**config.mk**
```make
export PLATFORM = sky130hd
export DESIGN_NAME = call_stack
export DESIGN_NICKNAME = d
export VERILOG_FILES = /design/src/rtl/cpu_pkg.sv /design/src/rtl/stack_ram.sv /design/src/rtl/call_stack.sv
export SDC_FILE = /design/constraint.sdc
export NUM_CORES = 1
export LEC_CHECK = 0
export CAP_MARGIN = 20
export CORE_ASPECT_RATIO = 0.75
export CORE_MARGIN = 2
export CORE_UTILIZATION = 55
export CTS_BUF_LIST = sky130_fd_sc_hd__clkbuf_4
export CTS_CLUSTER_DIAMETER = 60
export CTS_CLUSTER_SIZE = 10
export DETAILED_ROUTE_END_ITERATION = 10
export GPL_TIMING_DRIVEN = 1
export PLACE_DENSITY = 0.86
export REMOVE_ABC_BUFFERS = 1
export SLEW_MARGIN = 0
export SYNTH_ARGS = -nofsm -noshare
export SYNTH_HDL_FRONTEND = slang
export SYNTH_SLANG_ARGS = --single-unit
```
**constraint.sdc**
```tcl
create_clock -name clk -period 6.65 [get_ports clk]
set_input_delay 1.33 -clock clk [delete_from_list [all_inputs] [get_ports clk]]
set_output_delay 1.33 -clock clk [all_outputs]
set_load 0.005 [all_outputs]
```
**src/rtl/cpu_pkg.sv**
```systemverilog
// cpu_pkg: constants and types shared by the CPU datapath and the return-address stack.
//   OVF_SATURATE / OVF_WRAP : full-stack push policies for call_stack
//   PC_WIDTH                : default program-counter width
//   stack_op_e / decode_op  : per-cycle stack operation derived from push/pop
package cpu_pkg;

  localparam int OVF_SATURATE = 0;
  localparam int OVF_WRAP     = 1;
  localparam int PC_WIDTH     = 10;

  typedef enum logic [1:0] {
    OP_IDLE,
    OP_PUSH,
    OP_POP,
    OP_REPLACE
  } stack_op_e;

  function automatic stack_op_e decode_op(input logic push, input logic pop);
    stack_op_e op;
    case ({push, pop})
      2'b10:   op = OP_PUSH;
      2'b01:   op = OP_POP;
      2'b11:   op = OP_REPLACE;
      default: op = OP_IDLE;
    endcase
    return op;
  endfunction

endpackage

```
**src/rtl/stack_ram.sv**
```systemverilog
// stack_ram: DEPTH x WIDTH register array, one synchronous write port and
// one asynchronous read port. Contents are not reset.
//   clk_i   : write clock
//   we_i    : write enable
//   waddr_i : write address, wdata_i : write data
//   raddr_i : read address,  rdata_o : read data (combinational)
module stack_ram #(
  parameter int WIDTH = 10,
  parameter int DEPTH = 8,
  localparam int AW = $clog2(DEPTH)
) (
  input  logic             clk_i,
  input  logic             we_i,
  input  logic [AW-1:0]    waddr_i,
  input  logic [WIDTH-1:0] wdata_i,
  input  logic [AW-1:0]    raddr_i,
  output logic [WIDTH-1:0] rdata_o
);

  logic [WIDTH-1:0] mem_q [DEPTH];

  always_ff @(posedge clk_i) begin
    if (we_i) mem_q[waddr_i] <= wdata_i;
  end

  assign rdata_o = mem_q[raddr_i];

endmodule

```
**src/rtl/call_stack.sv**
```systemverilog
// call_stack: hardware return-address stack beside the program counter.
//   clk, reset (async, active-high)
//   push / push_data : push a return address
//   pop              : pop the top entry (top is valid in the same cycle)
//   clr_err          : clear sticky flags (a same-cycle error event wins)
//   top, count, empty, full : decoded from registered state only
//   overflow / underflow    : sticky error flags
module call_stack
  import cpu_pkg::*;
#(
  parameter int WIDTH    = PC_WIDTH,
  parameter int DEPTH    = 8,
  parameter int OVF_MODE = OVF_SATURATE,
  localparam int PW = $clog2(DEPTH),
  localparam int CW = $clog2(DEPTH + 1)
) (
  input  logic             clk,
  input  logic             reset,
  input  logic             push,
  input  logic             pop,
  input  logic [WIDTH-1:0] push_data,
  input  logic             clr_err,
  output logic [WIDTH-1:0] top,
  output logic [CW-1:0]    count,
  output logic             empty,
  output logic             full,
  output logic             overflow,
  output logic             underflow
);

  // Explicit wrap so non-power-of-two depths work.
  function automatic logic [PW-1:0] ptr_inc(input logic [PW-1:0] p);
    return (p == PW'(DEPTH - 1)) ? '0 : p + 1'b1;
  endfunction

  function automatic logic [PW-1:0] ptr_dec(input logic [PW-1:0] p);
    return (p == '0) ? PW'(DEPTH - 1) : p - 1'b1;
  endfunction

  logic [PW-1:0]    sp_q, sp_d;
  logic [CW-1:0]    count_q, count_d;
  logic             ovf_q, ovf_d, unf_q, unf_d;
  logic             we;
  logic [PW-1:0]    waddr;
  logic [WIDTH-1:0] rdata;
  logic             is_empty, is_full;

  assign is_empty = (count_q == '0);
  assign is_full  = (count_q == CW'(DEPTH));

  always_comb begin
    sp_d    = sp_q;
    count_d = count_q;
    ovf_d   = clr_err ? 1'b0 : ovf_q;
    unf_d   = clr_err ? 1'b0 : unf_q;
    we      = 1'b0;
    waddr   = sp_q;
    case (decode_op(push, pop))
      OP_PUSH: begin
        if (!is_full) begin
          we      = 1'b1;
          sp_d    = ptr_inc(sp_q);
          count_d = count_q + 1'b1;
        end else begin
          ovf_d = 1'b1;
          // Wrap overwrites the oldest slot, which is exactly where sp points when full.
          if (OVF_MODE == OVF_WRAP) begin
            we   = 1'b1;
            sp_d = ptr_inc(sp_q);
          end
        end
      end
      OP_POP: begin
        if (!is_empty) begin
          sp_d    = ptr_dec(sp_q);
          count_d = count_q - 1'b1;
        end else begin
          unf_d = 1'b1;
        end
      end
      OP_REPLACE: begin
        we = 1'b1;
        if (!is_empty) begin
          waddr = ptr_dec(sp_q);
        end else begin
          sp_d    = ptr_inc(sp_q);
          count_d = CW'(1);
          unf_d   = 1'b1;
        end
      end
      default: ;
    endcase
  end

  always_ff @(posedge clk or posedge reset) begin
    if (reset) begin
      sp_q    <= '0;
      count_q <= '0;
      ovf_q   <= 1'b0;
      unf_q   <= 1'b0;
    end else begin
      sp_q    <= sp_d;
      count_q <= count_d;
      ovf_q   <= ovf_d;
      unf_q   <= unf_d;
    end
  end

  stack_ram #(
    .WIDTH(WIDTH),
    .DEPTH(DEPTH)
  ) u_ram (
    .clk_i  (clk),
    .we_i   (we),
    .waddr_i(waddr),
    .wdata_i(push_data),
    .raddr_i(ptr_dec(sp_q)),
    .rdata_o(rdata)
  );

  assign top       = is_empty ? '0 : rdata;
  assign count     = count_q;
  assign empty     = is_empty;
  assign full      = is_full;
  assign overflow  = ovf_q;
  assign underflow = unf_q;

endmodule

```
Yosys cells after proc, flatten, opt, wreduce, memory -nomap -nowiden
Memories as Yosys holds them, arrays and structs flattened.
Index checks and enable logic that the tools add are counted.
{"block": "totals", "reg_bits": 9, "latch_bits": 0, "mem_bits_rw": 80, "rom_bits": 0, "input_bits": 15, "output_inout_bits": 18, "n_memories": 1}
{"memory": "u_ram.mem_q", "words": 8, "word_bits": 10, "rd": 1, "rd_clocked_by_memory_dff": 0, "wr": 1, "line": "stack_ram.sv:20", "text": "logic [WIDTH-1:0] mem_q [DEPTH];"}
{"block": "op_classes", "add_sub_neg": 4, "multipliers": 0, "div_mod_pow": 0, "order_cmp": 0, "n_eq_ne": 11, "n_shift": 0, "mux": 23, "n_bitwise": 0, "reduce_logical": 6}
{"operator": "3-bit two-way mux", "count": 6}
{"operator": "4-bit two-way mux", "count": 3}
{"operator": "4-bit case mux with 3 select lines", "count": 1}
{"operator": "10-bit two-way mux", "count": 1}
{"operator": "1-bit two-way mux", "count": 9}
{"operator": "3-bit case mux with 3 select lines", "count": 1}
{"operator": "2-bit == test (second input constant)", "count": 4}
{"operator": "2-bit inequality test (second input constant)", "count": 3}
{"operator": "2-bit case mux with 3 select lines", "count": 1}
{"operator": "4-bit by 1-bit adder with 4-bit output (second input constant)", "count": 1}
{"operator": "2-bit by 1-bit == test with 1-bit output (second input constant)", "count": 2}
{"operator": "4-bit == test (second input constant)", "count": 1}
{"operator": "4-bit zero test", "count": 1}
{"operator": "4-bit AND reduction", "count": 1}
{"operator": "4-bit by 1-bit subtractor with 4-bit output (second input constant)", "count": 1}
{"operator": "3-bit by 1-bit adder with 3-bit output (second input constant)", "count": 1}
{"operator": "3-bit == test (second input constant)", "count": 1}
{"operator": "3-bit zero test", "count": 1}
{"operator": "3-bit AND reduction", "count": 1}
{"operator": "3-bit nonzero test", "count": 1}
{"operator": "3-bit by 1-bit subtractor with 3-bit output (second input constant)", "count": 1}
{"operator": "1-bit case mux with 2 select lines", "count": 1}
{"operator": "2-bit OR reduction", "count": 1}

Depth between registers and ports, before layout
Gate-level depths: netlist of the first run.
{"block": "logic_depth", "ltp_word": 6, "mapped_depth": 8}

Hierarchy
A second synthesis of the first run with hierarchy kept.
{"block": "hier_totals", "cells_unflattened": 226, "area_unflattened_um2": 3943.8}
{"module": "stack_ram", "instances": 1, "cells_each": 128, "area_each_um2": 3133.0, "seq_area_each_um2": 2402.3}
{"module": "call_stack", "instances": 1, "cells_each": 98, "area_each_um2": 810.8, "seq_area_each_um2": 225.2}

Least setup slack after synthesis of the first run
No wires, ideal clock.
{"block": "synth_timing", "path_type": "reg2out", "from": "register sp_q[0]", "to": "output port top[0]", "arrival_time_ns": 2.040, "required_ns": 5.320, "slack_ns": 3.280, "path_stages_with_launch": 7, "n_path_buf": 1, "cell_sequence": "dfrtp_1 > inv_1 > ha_1 > a21oi_1 > buf_6 > mux4_2 > a22o_1"}
{"block": "synth_between", "elab_chain_cells": 4, "elab_cells_between_ends": 5, "classes_between": "1 x add/sub; 2 x mux; 1 x reduce/logical; 1 x memory"}
{"item": "start, declared", "line": "call_stack.sv:40", "text": "logic [PW-1:0] sp_q, sp_d;"}
{"item": "start signal, assigned", "line": "call_stack.sv:102", "text": "sp_q <= sp_d;"}
{"item": "3-bit by 1-bit subtractor with 3-bit output or 3-bit zero test (tied branches)", "line": "call_stack.sv:37", "text": "return (p == '0) ? PW'(DEPTH - 1) : p - 1'b1;"}
{"item": "3-bit two-way mux *", "line": "call_stack.sv:37"}
{"item": "memory 8 x 10 bit *"}
{"item": "10-bit two-way mux *", "line": "call_stack.sv:121", "text": "assign top = is_empty ? '0 : rdata;"}
{"item": "end, declared", "line": "call_stack.sv:23", "text": "output logic [WIDTH-1:0] top,"}
Mark *: on every way between the ends. The rest lies on a longest branch, timed or not.

Worst setup path after layout of the first run
{"block": "layout_timing", "from": "register sp_q[0]", "to": "output port top[7]"}
The elaborated chain is that of the path after synthesis.

==> results.md, run 1 <==
* Number of global-route vias before repair at 2305
* CP max stage cell: a21oi_4
* Die area at 7860 um^2
* Port Buf Inserts at 32
* Nets at 297
* Commonest non-fill, non-tap cell in the layout: edfxtp_1
* Post-Place Worst Slack at 2.25 ns
* Syn Area/Cell at 16.6 um^2
* Layout Cells excl Fill at 379
* Util after Layout at 0.655
* Final setup viols at 0
* Routed via count at 2396
* Synth top area share at 0.610
* Die height at slightly below 80 um
* Synth area leader: edfxtp_1
* Status: complete, no violations
* First-pass GRT wire length at 12300 um
* PwrDens at 474 nW/um^2
* CTS tree: done
* CP startpoint kind: register
* Die Wd at 102 um
* Area delta synth->final at 14.1%
* RSZ-0062 raised after global routing: false
* Achievable Freq at around 200 MHz
* Main synth FF type: edfxtp_1
* Iteration-0 DRC Markers at 253
* Fin. max-slew vios at 0
* Setup Skew at 0.0140 ns
* Clk pin slew, worst setup/hold paths at 0.14 ns
* Hold buffer count at CTS at 0
* CTS Sinks at slightly below 90
* Final wirelength at 7640 um
* Family with the most delay on the worst path: compound AO/OA/AOI/OAI gates
* Worst Tran Pin Value at roughly 1.0 ns
* Register area share after synthesis at 0.667
* Synth Instances at 238
* Ant. Diodes at 0
* Distinct cell type count after synthesis at between 40 and 50
* Worst min path class: register to register
* Worst skew pair latency at 0.45 ns
* Post-CTS Setup Bufs at 0
* Buf/Inv on CP at 2
* Initial antenna violation count at 0
* Row cnt at 26
* Vias/cell at 6.32
* Crit-path max cell delay at just over 0.8 ns
* Clk buf depth at 2
* Critical Path End Type: output port
* Storage element area at between 2000 and 3000 um^2
* Root Driver: clkbuf_4
* DRC at 0
* Critical path fanouts, max at 21
* Max Cap Viol at 0
* Core Region at ~6900 um^2
* Maximum VDD drop at 0.223 mV
* Post-DP HPWL at 5080 um
* Routability cong. at between 0.9 and 1
* Setup Crit Path Kind: register to output port
* Largest net degree at the start of global routing at 25
* FILL cells at 464
* Number of H-tree levels at 3
* Minimum clock period at 4.87 ns
* Number of synthesized flops with an enable pin at 80
* Antenna viol nets, final at 0
* Total negative slack at 0 ns
* Ys async rst share at 0.101
* Cells after DPL at 362
* Worst setup margin at 1.78 ns
* DRT Pass-1 Iters at 5
* Top Ports at 33
* Crit path required time at 5.32 ns
* Layout cells sized above 1 at 0.178
* Worst slew margin at 0.305
* Synth top area cells: edfxtp_1 (61%), mux4_2 (11%), dfrtp_1 (5.7%), a22o_1 (2.4%), ha_1 (1.9%)
* Synthesis warning total at 0
* Mapped cell area at 3940 um^2
* Total grt overflow at 0
* Most frequent cells in the layout: edfxtp_1 (80), clkdlybuf4s50_1 (32), mux4_2 (20)
* CP arrival at 3.54 ns
* Period utilisation layout at 0.732
* Area of the multi-input gates at 1180 um^2
* Post-CTS Resized at 0
* Crit-path cells: inv_1, ha_1, a21oi_4, mux4_2, a22o_1, clkdlybuf4s50_1
* GRT Total Usage at 0.216
* Leak at between 1 and 1.5 nW
* CTS Buf Count at 9
* Routed length per placed instance at 20.1 um
* Yosys reg bits at between 80 and 90
* Initial Utilization at 0.574
* Fin. Hold Viols at 0
* Worst reg2reg setup slack at 3.14 ns
power breakdown:
| group | switching (mW) | leakage, nW | total [mW] | internal (mW) |
|---|---|---|---|---|
| sequential | 0.0692 | 0.837 | 0.791 | 0.722 |
| combinational | 0.500 | 0.580 | 1.06 | 0.564 |
| clock | 0.193 | 0.0707 | 0.278 | 0.0845 |
| total | 0.763 | 1.49 | 2.13 | 1.37 |
sequential cells by signal (all words and copies together) (netlist names):
| register | count |
|---|---|
| sp_q | 3 |
| overflow | 1 |
| underflow | 1 |
| u_ram.mem_q | 80 |
| count | 4 |
path summary, 6_finish.rpt:
kind	from	endpoint	cells after the start
worst max-delay path	sp_q[0]	top[7]	6
worst min-delay path	underflow	underflow	2
worst max register to register	sp_q[0]	u_ram.mem_q[2][7]	6
worst min register to register	underflow	underflow	2
max in group asynchronous	reset	count[0]	2
min in group asynchronous	reset	count[2]	2
worst min-delay path, delay by kind of cell, from the launching register on:
kind / cells / cell delay, ns
flip-flops: 1 / 0.40
AO/OA/AOI/OAI: 1 / 0.08
buffers and inverters: 1 / 0.05
cell families after synthesis:
kind of cell             Yosys count  share of synthesized area
buffers and inverters             23                     0.0356
adder cells (fa/ha/maj)            8                     0.0241
multiplexers                      20                      0.114
AO/OA/AOI/OAI                     51                     0.0956
AND/OR/NAND/NOR                   45                     0.0591
flip-flops                        89                      0.667
XOR/XNOR                           2                    0.00445
per-layer routing:
metal / part of all wire / vias up / GRT usage
li1: - / 1049 / -
met1: 0.43 / 1199 / 0.303
met2: 0.46 / 124 / 0.311
met3: 0.084 / 24 / 0.0802
met4: 0.026 / 0 / 0.0784
met5: 0 / - / 0
cell type report:
class	instances	area share
Clock buffer	9	0.0150
Clock inverter	7	0.0136
Multi-Input combinational cell	126	0.263
Timing Repair Buffer	41	0.0863
Inverter	9	0.0103
Sequential cell	89	0.584
Tap cell	98	0.0273
stage by stage:
| stage | total power [mW] | hold WS [ns] | area (um^2) |
|---|---|---|---|
| after floorplan | 1.43 | 0.508 | 3850 |
| after global placement | 1.82 | 0.514 | 4360 |
| after detailed placement | 1.86 | 0.543 | 4360 |
| after CTS | 2.14 | 0.563 | 4490 |
| after global routing | 2.27 | 0.611 | 4500 |
| final | 2.13 | 0.557 | 4500 |
cell usage after synthesis, types with 3 or more instances:
master / count
nand2b_1: 5
and2_1: 3
a21oi_1: 8
nand2_1: 7
buf_2: 3
o21ai_0: 4
inv_1: 7
ha_1: 6
nor2_1: 10
a22o_1: 11
o21ai_1: 3
buf_6: 5
edfxtp_1: 80
a32oi_1: 3
nor3_1: 12
o22ai_1: 3
clkbuf_1: 5
dfrtp_1: 9
mux4_2: 20
Power figures use the tool's default switching activity.
==> run 2, diff against run 1 <==
clock period = 5 ns   (was 6.65 ns; I/O delays follow)
==> run 2 against run 1 <==
  * Clock power grew 21%
  * Setup slack lost 1.1 ns
  * Count of clock-buffer cells in the layout is the same
  * Via count shrank 3.5%
  * Non-clock buffer count is the same
  * Utilization shrank 0.24 points
  * Critical path depth grew 1
  * Cell area shrank 0.36%
  * Clock skew is essentially flat
  * Combinational power grew 32%
  * Global-route usage shrank 0.26 points
  * First-iteration DRC count shrank 6.7%
  * Highest routed layer unchanged
==> results.md, run 2 (same netlist as run 1, synthesis figures left out) <==
* Vias/cell at 6.10 (-3.5%)
* Commonest non-fill, non-tap cell in the layout: edfxtp_1
* CP startpoint kind: register
* Worst Tran Pin Value at 1.00 ns (-0.0418 ns)
* RSZ-0062 raised after global routing: false
* Initial antenna violation count at 0 (unchanged)
* Hold buffer count at CTS at 0 (unchanged)
* Iteration-0 DRC Markers at 236 (-6.7%)
* Routed length on met2 at 3740 um (+6.3%)
* First-pass GRT wire length at 12100 um (-1.5%)
* CTS Buf Count at 9 (unchanged)
* Util after Layout at 0.653 (-0.00237)
* Wl on met1 at 3330 um (+1.5%)
* Critical path fanouts, max at 15 (-29%)
* Fin. Hold Viols at 0 (unchanged)
* DRT Pass-1 Iters at 5 (unchanged)
* Cells after DPL at 363 (+0.28%)
* Leak at 1.48 nW (-0.88%)
* GRT Total Usage at 0.213 (-0.00264)
* CTS tree: done
* Post-Place Worst Slack at 1.13 ns (-1.12 ns)
* Met3 Wirelength at 435 um (-32%)
* Worst slew margin at 0.333 (+0.0279)
* Antenna viol nets, final at 0 (unchanged)
* Total grt overflow at 0 (unchanged)
* Period utilisation layout at 0.862
* Largest register FFs at 80 (unchanged)
* Largest net degree at the start of global routing at 25 (unchanged)
* Die height at 77.3 um (unchanged)
* Root Driver: clkbuf_4
* Area post-placement at 4370 um^2 (+0.17%)
* Setup Skew at 0.0141 ns (+0.000120 ns)
* Post-CTS Resized at 0 (unchanged)
* Ant. Diodes at 0 (unchanged)
* Top layer in use: met4
* Max Cap Viol at 0 (unchanged)
* PwrDens at 623 nW/um^2 (+31%)
* Power Total at 2.79 mW (+31%)
* Setup Crit Path Kind: register to output port
* Fin. max-slew vios at 0 (unchanged)
* CTS Sinks at 89 (unchanged)
* Routed length per placed instance at 20.1 um (-0.12%)
* Number of global-route vias before repair at 2239 (-2.9%)
* Post-Layout Inst Area at 4480 um^2 (-0.36%)
* CP arrival at 3.31 ns (-0.23 ns)
* Row cnt at 26 (unchanged)
* FILL cells at 490 (+5.6%)
* Layout Cells excl Fill at 379 (unchanged)
* Top Ports at 33 (unchanged)
* Die area at 7860 um^2 (unchanged)
* Nets at 297 (unchanged)
* Area delta synth->final at 13.7%
* Most frequent cells in the layout: edfxtp_1 (80), clkdlybuf4s50_1 (32), mux4_2 (20)
* Minimum clock period at 4.31 ns
* Total negative slack at 0 ns (unchanged)
* Die Wd at 102 um (unchanged)
* Worst setup margin at 0.689 ns (-1.09 ns)
* Final setup viols at 0 (unchanged)
* DRC at 0 (unchanged)
* Final wirelength at 7630 um (-0.12%)
* Core Region at 6860 um^2 (unchanged)
* Initial Utilization at 0.574 (unchanged)
* Achievable Freq at 232 MHz
* Crit path required time at 4.00 ns (-1.32 ns)
* Clk buf depth at 2 (unchanged)
* Number of H-tree levels at 3 (unchanged)
* Routed via count at 2313 (-3.5%)
* Clk pin slew, worst setup/hold paths at 0.14 ns (about the same)
* Status: complete, no violations
* Post-CTS Setup Bufs at 0 (unchanged)
* Worst hold margin at 0.544 ns (-0.0132 ns)
* Worst min path class: register to register
* Worst skew pair latency at 0.42 ns (-0.03 ns)
* Routability cong. at 0.897 (-2.2%)
* Largest reg by FF count: u_ram.mem_q
* Maximum VDD drop at 0.310 mV (+39%)
* Critical Path End Type: output port
* Layout cells sized above 1 at 0.171 (-0.00712)
* Post-DP HPWL at 5170 um (+1.7%)
* Port Buf Inserts at 32 (unchanged)
run 2: cell types whose count changed in the layout (fill, tap and decap cells not counted):
| cell | delta |
|---|---|
| clkinv_1 | +2 |
| clkinv_4 | -1 |
| inv_8 | -2 |
| clkinvlp_4 | +1 |
run 2: where the power goes:
group / internal [mW] / switching, mW
Sequential: 0.960 / 0.0927
Combinational: 0.746 / 0.653
Clock: 0.102 / 0.235
Total: 1.81 / 0.981
run 2: area by class of cell:
| cell class | instances | area (um^2) | area share |
|---|---|---|---|
| clock buffers | 9 | 67.6 | 0.0151 |
| multi-input cells | 126 | 1180 | 0.264 |
| flip-flops and latches | 89 | 2630 | 0.586 |
| clock inverters | 7 | 45.0 | 0.0101 |
| inverters | 9 | 46.3 | 0.0103 |
| well taps | 98 | 123 | 0.0274 |
| repair buffers | 41 | 388 | 0.0866 |
run 2: per-layer routing:
metal  global-route usage  vias to the layer above
met5                    0                        -
met4               0.0716                        0
met3               0.0574                       12
met2                0.324                       92
met1                0.301                     1163
li1                     -                     1046
run 2: path summary, 6_finish.rpt:
check	endpoint	from	cells past startpoint	slack, ns
setup / recovery	top[8]	sp_q[0]	7	0.69
hold / removal	overflow	overflow	2	0.54
setup reg to reg	u_ram.mem_q[0][5]	sp_q[0]	5	1.72
hold reg to reg	overflow	overflow	2	0.54
max in group asynchronous	count[2]	reset	2	3.89
min in group asynchronous	sp_q[0]	reset	2	0.84
run 2: critical path, cell delays in order, from the launching register on:
cell             delay, ns
dfrtp_1               0.49
inv_1                 0.15
ha_1                  0.29
a21oi_4               0.34
buf_4                 0.36
mux4_2                0.56
a22o_1                0.25
clkdlybuf4s50_1       0.44
